===== src/rtl/mem_wb_stage.sv =====
// mem_wb_stage -- MEM/WB pipeline boundary register.
//
// Takes the word from the data-memory read port, extracts and extends the
// addressed byte/halfword for the load type, muxes it against the ALU
// result and registers the writeback bundle for the WB stage. Handles
// stall (hold), flush (bubble), invalid entries (bubble) and misaligned
// loads (trap or force-align, selected by MISALIGN_TRAP).
//
// Ports:
//   clk, rst_n            clock, async active-low reset
//   stall, flush          hold / load bubble (flush wins)
//   in_valid, in_pc       MEM-stage valid and PC
//   in_reg_write          instruction writes the register file
//   in_mem_to_reg         writeback source is memory
//   in_wreg               destination register
//   in_alu_result         ALU result / effective address
//   in_load_type          0=LW 1=LH 2=LHU 3=LB 4=LBU, 5-7 act as LW
//   in_mem_rdata          word read from data memory
//   out_*                 registered WB-stage bundle
//   out_load_misalign     misaligned-load flag (one entry wide)
//   retire_cnt            retired-entry counter, present only when
//                         MEM_WB_RETIRE_CNT_EN is defined
module mem_wb_stage #(
  parameter logic [31:0] RESET_PC      = 32'h0000_3000,
  parameter int          MISALIGN_TRAP = 1
) (
  input  logic        clk,
  input  logic        rst_n,
  input  logic        stall,
  input  logic        flush,
  input  logic        in_valid,
  input  logic [31:0] in_pc,
  input  logic        in_reg_write,
  input  logic        in_mem_to_reg,
  input  logic [4:0]  in_wreg,
  input  logic [31:0] in_alu_result,
  input  logic [2:0]  in_load_type,
  input  logic [31:0] in_mem_rdata,
  output logic        out_valid,
  output logic [31:0] out_pc,
  output logic        out_reg_write,
  output logic [4:0]  out_wreg,
  output logic [31:0] out_wb_data,
  output logic        out_load_misalign
`ifdef MEM_WB_RETIRE_CNT_EN
  ,
  output logic [31:0] retire_cnt
`endif
);

  localparam bit TRAP_EN = (MISALIGN_TRAP != 0);

  logic [1:0]  off;
  logic [1:0]  eff_off;
  logic        is_byte, is_half, is_signed;
  logic        misalign, trap;
  logic [7:0]  byte_sel;
  logic [15:0] half_sel;
  logic [31:0] ext_data;
  logic [31:0] wb_sel;

  assign off = in_alu_result[1:0];

  always_comb begin
    is_byte   = 1'b0;
    is_half   = 1'b0;
    is_signed = 1'b0;
    case (in_load_type)
      3'd1:    begin is_half = 1'b1; is_signed = 1'b1; end
      3'd2:    is_half = 1'b1;
      3'd3:    begin is_byte = 1'b1; is_signed = 1'b1; end
      3'd4:    is_byte = 1'b1;
      default: ;
    endcase
  end

  assign misalign = in_valid & in_mem_to_reg &
                    ((~is_byte & ~is_half & (|off)) | (is_half & off[0]));
  assign trap     = TRAP_EN & misalign;

  // Low offset bits are masked unconditionally: aligned accesses are
  // unaffected, and trapped accesses discard the data anyway.
  always_comb begin
    if (is_byte)      eff_off = off;
    else if (is_half) eff_off = {off[1], 1'b0};
    else              eff_off = 2'b00;
  end

  always_comb begin
    case (eff_off)
      2'd0:    byte_sel = in_mem_rdata[7:0];
      2'd1:    byte_sel = in_mem_rdata[15:8];
      2'd2:    byte_sel = in_mem_rdata[23:16];
      default: byte_sel = in_mem_rdata[31:24];
    endcase
  end

  assign half_sel = eff_off[1] ? in_mem_rdata[31:16] : in_mem_rdata[15:0];

  always_comb begin
    if (is_byte)      ext_data = {{24{is_signed & byte_sel[7]}}, byte_sel};
    else if (is_half) ext_data = {{16{is_signed & half_sel[15]}}, half_sel};
    else              ext_data = in_mem_rdata;
  end

  assign wb_sel = in_mem_to_reg ? ext_data : in_alu_result;

  always_ff @(posedge clk or negedge rst_n) begin
    if (!rst_n) begin
      out_valid         <= 1'b0;
      out_pc            <= RESET_PC;
      out_reg_write     <= 1'b0;
      out_wreg          <= 5'd0;
      out_wb_data       <= 32'd0;
      out_load_misalign <= 1'b0;
    end else if (flush || (!stall && !in_valid)) begin
      out_valid         <= 1'b0;
      out_pc            <= RESET_PC;
      out_reg_write     <= 1'b0;
      out_wreg          <= 5'd0;
      out_wb_data       <= 32'd0;
      out_load_misalign <= 1'b0;
    end else if (!stall) begin
      out_valid         <= 1'b1;
      out_pc            <= in_pc;
      // r0 is hardwired; a trapped load never reaches the register file.
      out_reg_write     <= in_reg_write & (|in_wreg) & ~trap;
      out_wreg          <= in_wreg;
      out_wb_data       <= trap ? 32'd0 : wb_sel;
      out_load_misalign <= trap;
    end
  end

`ifdef MEM_WB_RETIRE_CNT_EN
  logic [31:0] cnt_q;

  // Counts every valid entry accepted, trapped loads included; wraps.
  always_ff @(posedge clk or negedge rst_n) begin
    if (!rst_n)                            cnt_q <= 32'd0;
    else if (!flush && !stall && in_valid) cnt_q <= cnt_q + 32'd1;
  end

  assign retire_cnt = cnt_q;
`endif

endmodule


===== config.mk =====
export PLATFORM = sky130hd
export DESIGN_NAME = mem_wb_stage
export DESIGN_NICKNAME = d
export VERILOG_FILES = /design/src/rtl/mem_wb_stage.sv
export SDC_FILE = /design/constraint.sdc
export NUM_CORES = 1
export LEC_CHECK = 0
export CAP_MARGIN = 0
export CORE_UTILIZATION = 45
export DETAILED_ROUTE_END_ITERATION = 12
export DONT_BUFFER_PORTS = 1
export GPL_TIMING_DRIVEN = 0
export PLACE_DENSITY_LB_ADDON = 0.2
export SLEW_MARGIN = 20
export SYNTH_ARGS = -nofsm -noshare
export SYNTH_HDL_FRONTEND = slang
export SYNTH_SLANG_ARGS = --single-unit

===== constraint.sdc =====
create_clock -name clk -period 1.09 [get_ports clk]
set_clock_uncertainty 0.05 [all_clocks]
set_input_delay 0.109 -clock clk [delete_from_list [all_inputs] [get_ports clk]]
set_output_delay 0.109 -clock clk [all_outputs]
set_load 0.1 [all_outputs]

# After elaboration in Yosys (flattened, before gate mapping)
# Index checks and enable logic that the tools add are counted.
# word_totals
out_inout_bits	72
ff_bits	72
word_cells	59
# classes
n_reduce_logical	10
bitwise	13
mux	23
eq_ne	7
# ops
operator	n
32-bit 2-to-1 mux	8
8-bit one-hot mux with 3 select lines	1
16-bit 2-to-1 mux	1
5-bit 2-to-1 mux	2
1-bit AND	9
1-bit 2-to-1 mux	9
2-bit OR reduction	4
3-bit by 2-bit equality test with 1-bit output (second input constant)	2
5-bit OR reduction	1
2-bit 2-to-1 mux	2
3-bit by 1-bit equality test with 1-bit output (second input constant)	1
3-bit equality test (second input constant)	1
1-bit NOT	3
2-bit by 1-bit equality test with 1-bit output (second input constant)	1
2-bit equality test (second input constant)	1
1-bit zero test	2
2-bit zero test	1
2-bit by 1-bit != test with 1-bit output (second input constant)	1
1-bit logical AND	1
1-bit logical OR	1
1-bit OR	1

# Depth between registers and ports, before layout
# depth
ltp_word	13
ltp_mapped	7

# Least setup slack after synthesis
# OpenSTA, ideal clock, no wires.
# synth_timing
kind	input to register
startpoint	input port in_load_type[2]
endpoint	register out_wb_data[7]
setup_ps	127
slack_ps	-557
cell_stages	7
path_buffers	2
arrival_ps	1470
required_time_ps	913
cell_sequence	or3_1 -> and2_1 -> clkbuf_2 -> and3_4 -> nor3_4 -> buf_6 -> o31ai_1
# synth_between
elab_chain_cells	12
elab_cells_between_ends	28
cone_classes	eq/ne (6); mux (12); bitwise (7); reduce/logical (3)
# synth_rtl
element	line	source
start: declaration	37	input logic [2:0] in_load_type,
3-bit by 1-bit equality test with 1-bit output or 3-bit by 2-bit equality test with 1-bit output (tied branches)	68	case (in_load_type)
2-bit OR reduction (no source line)	--	
1-bit 2-to-1 mux	68	
2-bit 2-to-1 mux	85	else if (is_half) eff_off = {off[1], 1'b0};
2-bit 2-to-1 mux	84	if (is_byte) eff_off = off;
2-bit equality test, or another cell as far along	90	case (eff_off)
8-bit one-hot mux with 3 select lines or 32-bit 2-to-1 mux (tied branches)	90, 102	
32-bit 2-to-1 mux	101	if (is_byte) ext_data = {{24{is_signed & byte_sel[7]}}, byte_sel};
32-bit 2-to-1 mux	106	assign wb_sel = in_mem_to_reg ? ext_data : in_alu_result;
32-bit 2-to-1 mux (*)	129	out_wb_data <= trap ? 32'd0 : wb_sel;
32-bit 2-to-1 mux (*)	123	end else if (!stall) begin
32-bit 2-to-1 mux (*)	116	end else if (flush || (!stall && !in_valid)) begin
end signal: assignment	129	
end: declaration	43	output logic [31:0] out_wb_data,
# Mark *: on every way between the ends. The rest lies on a longest branch, timed or not. The select of a mux whose other input is x is not followed.
# A chain may end at the register's enable or synchronous reset.

# Worst setup path after layout
# layout_timing
startpoint	register out_pc[13]
endpoint	output port out_pc[13]
# layout_lines
element	line	source
start: declaration	40	output logic [31:0] out_pc,
start signal: assignment	125	out_pc <= in_pc;
# No word-level cell between the ends.

==> metrics list <==
* Outcome: finished with violations
- The final reports fail on hold timing, setup timing.
* Number of buffers created by CTS: 9
- At the end of routability-driven placement, the weighted congestion stood at 0.976.
- The initial utilization of the core area, before any placement, comes to 46.6%.
* Initial antenna violation count: 1
- Setup repair after global routing could not meet its margin everywhere.
- Final WS setup: -0.220 ns
- Internal cell power: around 5 mW
- Pin count of the biggest net entering global routing: 73
- The detail route stage leaves a number of antenna-violating nets equal to 0.
- Net count after synthesis: 541
- After layout, the design draws a total of 7.93 mW.
- The share of the Yosys chip area taken by registers is 44.2%.
- Top flip-flop cell by instance count after synthesis: sky130_fd_sc_hd__dfrtp_1
* Number of flops mapped to enable cells by yosys: 0
- The tool flagged a number of max-cap violations equal to 0.
* Power dissipated by switching net loads: around 2.9 mW
* Worst slew pin tran: roughly 0.57 ns
* Rows: 34
* Leak pwr: 2.47 nW
- The die covers 9450 um2.
- The number of slew-limit violations in the final report came to 0.
- Crit share post-route: 120%
* Sequential Power Share: between 40% and 50%
* Count of input and output buffers: 0
- Timing would allow up to roughly 760 MHz.
- Data on the critical path arrives at its endpoint at 1.15 ns.
- Required time at the worst-slack endpoint: 0.93 ns
- Minimum clock period: between 1 and 1.5 ns
- After the last flow step, the layout net total stands at 643.
* Number of vias after detailed routing: 4409
- The wire-length estimate of the detail-placed layout is roughly 10 mm.
* Worst-case register-to-register setup slack: -0.05 ns
* Power per standard cell area: around 1200 nW/um2
- The via count of the first global-routing pass was between 4000 and 5000.
* Element type at the critical path start: register
- Final setup violation count: 105
* Peak fanout along the critical path: 2
* Comb pwr share: 20.2%
- In the final layout, the share of cells above drive strength 1 is 50.1%.
- The final layout contains routed wiring with a total length of 16.9 mm.
- Grt ovf: 0
* Commonest cells after routing, fill and taps aside: 70 x sky130_fd_sc_hd__dfrtp_4, 51 x sky130_fd_sc_hd__dlygate4sd3_1, 40 x sky130_fd_sc_hd__nand2_1
* RR Startpoint: out_wb_data[0]
- Dividing the synthesized area by the synthesized cell count gives 9.49 um2.
* CORE AREA: 8760 um2
- Die height: 97.2 um
* DRT Pass-1 Iters: 5
- TritonCTS clock tree: built
- IR analysis of the VDD net gives a maximum drop of roughly 1.1 mV.
- Worst reg2reg endpoint: out_wb_data[0]
- Clock tree synthesis found a total of 72 sinks.
- Switching share of power: 37.1%
- Final hold analysis gives a worst-case slack of -0.614 ns.
- Post-Place Worst Slack: -0.759 ns
- Syn Inst Count: 430
* Most common cell after layout, fill and taps aside: sky130_fd_sc_hd__dfrtp_4
- Clock Pin Slew Worst Setup and Hold Paths: 0.08 ns
- CP endpoint kind: output pin
- Cell at the root of the clock tree: sky130_fd_sc_hd__clkbuf_8
* Ports: 183
- In this run the worst hold path is classified as primary input to async pin.
- Yosys Warn Count: 0
* H-tree depth: 3
- Of all flip-flops after synthesis, the portion carrying an async set or reset was 100%.
* Detailed Route Iter0 Violations: 283
- The filler cells instantiated in the layout total ~560.
* Growth of design area from synthesis to finish: 58.7%
- Global-route wire length before repair: 25.4 mm
* Clock Power Share: 30.5%
* Clk buf depth: 2
- Unique cell type count in the Yosys netlist: 56
- Number of register bits inferred by synthesis: 72
* DRC violations left: 0
- Dividing the detail-routed via count by the number of cells gives approximately 6.8.
- In this run the tightest slew margin relative to its limit is between 60% and 70%.
- Counting cells, the worst reg-to-reg path comes to 1.
- Global routing used around a third of the available tracks.
* Final hold violation count: a little over 70
* Startpoint-to-endpoint class of the critical path: register to output pin
- In the final timing run, aggregate negative setup slack is -8.37 ns.
* Die width: 97.2 um
- Worst skew pair latency: 0.35 ns
- After detailed routing, the average wire length per cell comes to 26.2 um.
* Post-synthesis instance area: 4080 um2
- Tracing the worst setup path back leads to its startpoint at out_pc[13].
cell families after synthesis:
| family | count (synthesis) | share of synthesized area (%) |
|---|---|---|
| AOI/OAI and AO/OA | 172 | 31.3 |
| xor gates and xnor gates | 1 | 0.215 |
| adders and majority gates | 1 | 0.245 |
| buffers and inverters | 54 | 6.04 |
| DFF | 72 | 44.2 |
| muxes | 8 | 2.18 |
| and+or+nand+nor | 122 | 15.8 |
synthesized netlist by cell type (5+ instances only):
library cell	number	share of area [%]
sky130_fd_sc_hd__or2_2	16	2.5
sky130_fd_sc_hd__mux2_2	7	1.9
sky130_fd_sc_hd__a31oi_1	28	4.3
sky130_fd_sc_hd__nor2_1	13	1.2
sky130_fd_sc_hd__dfrtp_1	70	43
sky130_fd_sc_hd__o21ai_0	15	1.8
sky130_fd_sc_hd__o221ai_1	10	2.1
sky130_fd_sc_hd__a21oi_1	15	1.8
sky130_fd_sc_hd__o32a_1	5	1.2
sky130_fd_sc_hd__o31ai_1	26	4.8
sky130_fd_sc_hd__inv_1	12	1.1
sky130_fd_sc_hd__nand2_1	44	4.0
sky130_fd_sc_hd__a22o_1	35	7.5
sky130_fd_sc_hd__o22ai_1	14	2.1
sky130_fd_sc_hd__clkbuf_1	29	2.7
sky130_fd_sc_hd__nor2b_1	23	3.5
sky130_fd_sc_hd__nor3_1	5	0.61
power groups by stage:
stage	clock network [mW]	registers (mW)	logic, mW
detailed placement	0	3.87	0.899
CTS	2.43	3.90	1.39
global placement	0	3.87	0.893
floorplan	0	3.84	0.708
finish	2.42	3.91	1.61
global route	2.54	3.92	1.68
through the flow:
| stage | instance area, um2 | cells | utilization, % | hold WS, ns |
|---|---|---|---|---|
| after detailed placement | 4410 | 538 | 50.3 | -0.235 |
| after floorplan | 4270 | 430 | - | -0.237 |
| after CTS | 6130 | 632 | 69.9 | -0.620 |
| final | 6470 | 646 | 73.9 | -0.614 |
| after global routing | 6470 | 646 | 73.9 | -0.627 |
| after global placement | 4410 | 538 | 50.3 | -0.235 |
routing by layer:
layer	vias to the layer above	part of all wire (%)	track usage, %
met5	-	0	0
met4	0	3.6	13.1
met3	66	10	9.64
met2	328	49	57.7
met1	2180	37	42.3
li1	1835	-	-
state kept, by name, indices dropped and copies added (netlist names):
register and flops:
out_pc 32, out_wreg 5, out_valid 1, out_wb_data 32, out_load_misalign 1, out_reg_write 1
what timing repair did:
| item | in CTS | in global routing |
|---|---|---|
| hold buffers | 50 | 1 |
| gates resized for setup | 207 | 60 |
| gates cloned | 7 | 1 |
| hold endpoints to repair | 122 | 73 |
| pin swaps | 41 | 38 |
| endpoints found under the setup margin | 106 | 140 |
| setup buffers | 23 | 11 |
area by class of cell:
type,instances,area (um2),share of cell area [%]
Clock inverter,6,92.6,1.43
Buffer,39,389,6.01
Sequential cell,72,2070,32.0
Tap cell,108,135,2.09
Antenna cell,1,2.50,0.0387
Inverter,13,48.8,0.754
Clock buffer,10,128,1.97
Multi-Input combinational cell,304,2600,40.1
Timing Repair Buffer,93,1000,15.5
worst max path at each step:
stage | end | slack, ns | cells after the start
after floorplan | out_wb_data[7] | -0.48 | 7
after global placement | out_wb_data[15] | -0.75 | 6
after detailed placement | out_wb_data[17] | -0.76 | 6
after CTS | out_pc[13] | -0.22 | 0
after global routing | out_pc[13] | -0.23 | 0
final | out_pc[13] | -0.22 | 0
No activity file was read; power rests on OpenSTA's default activity.
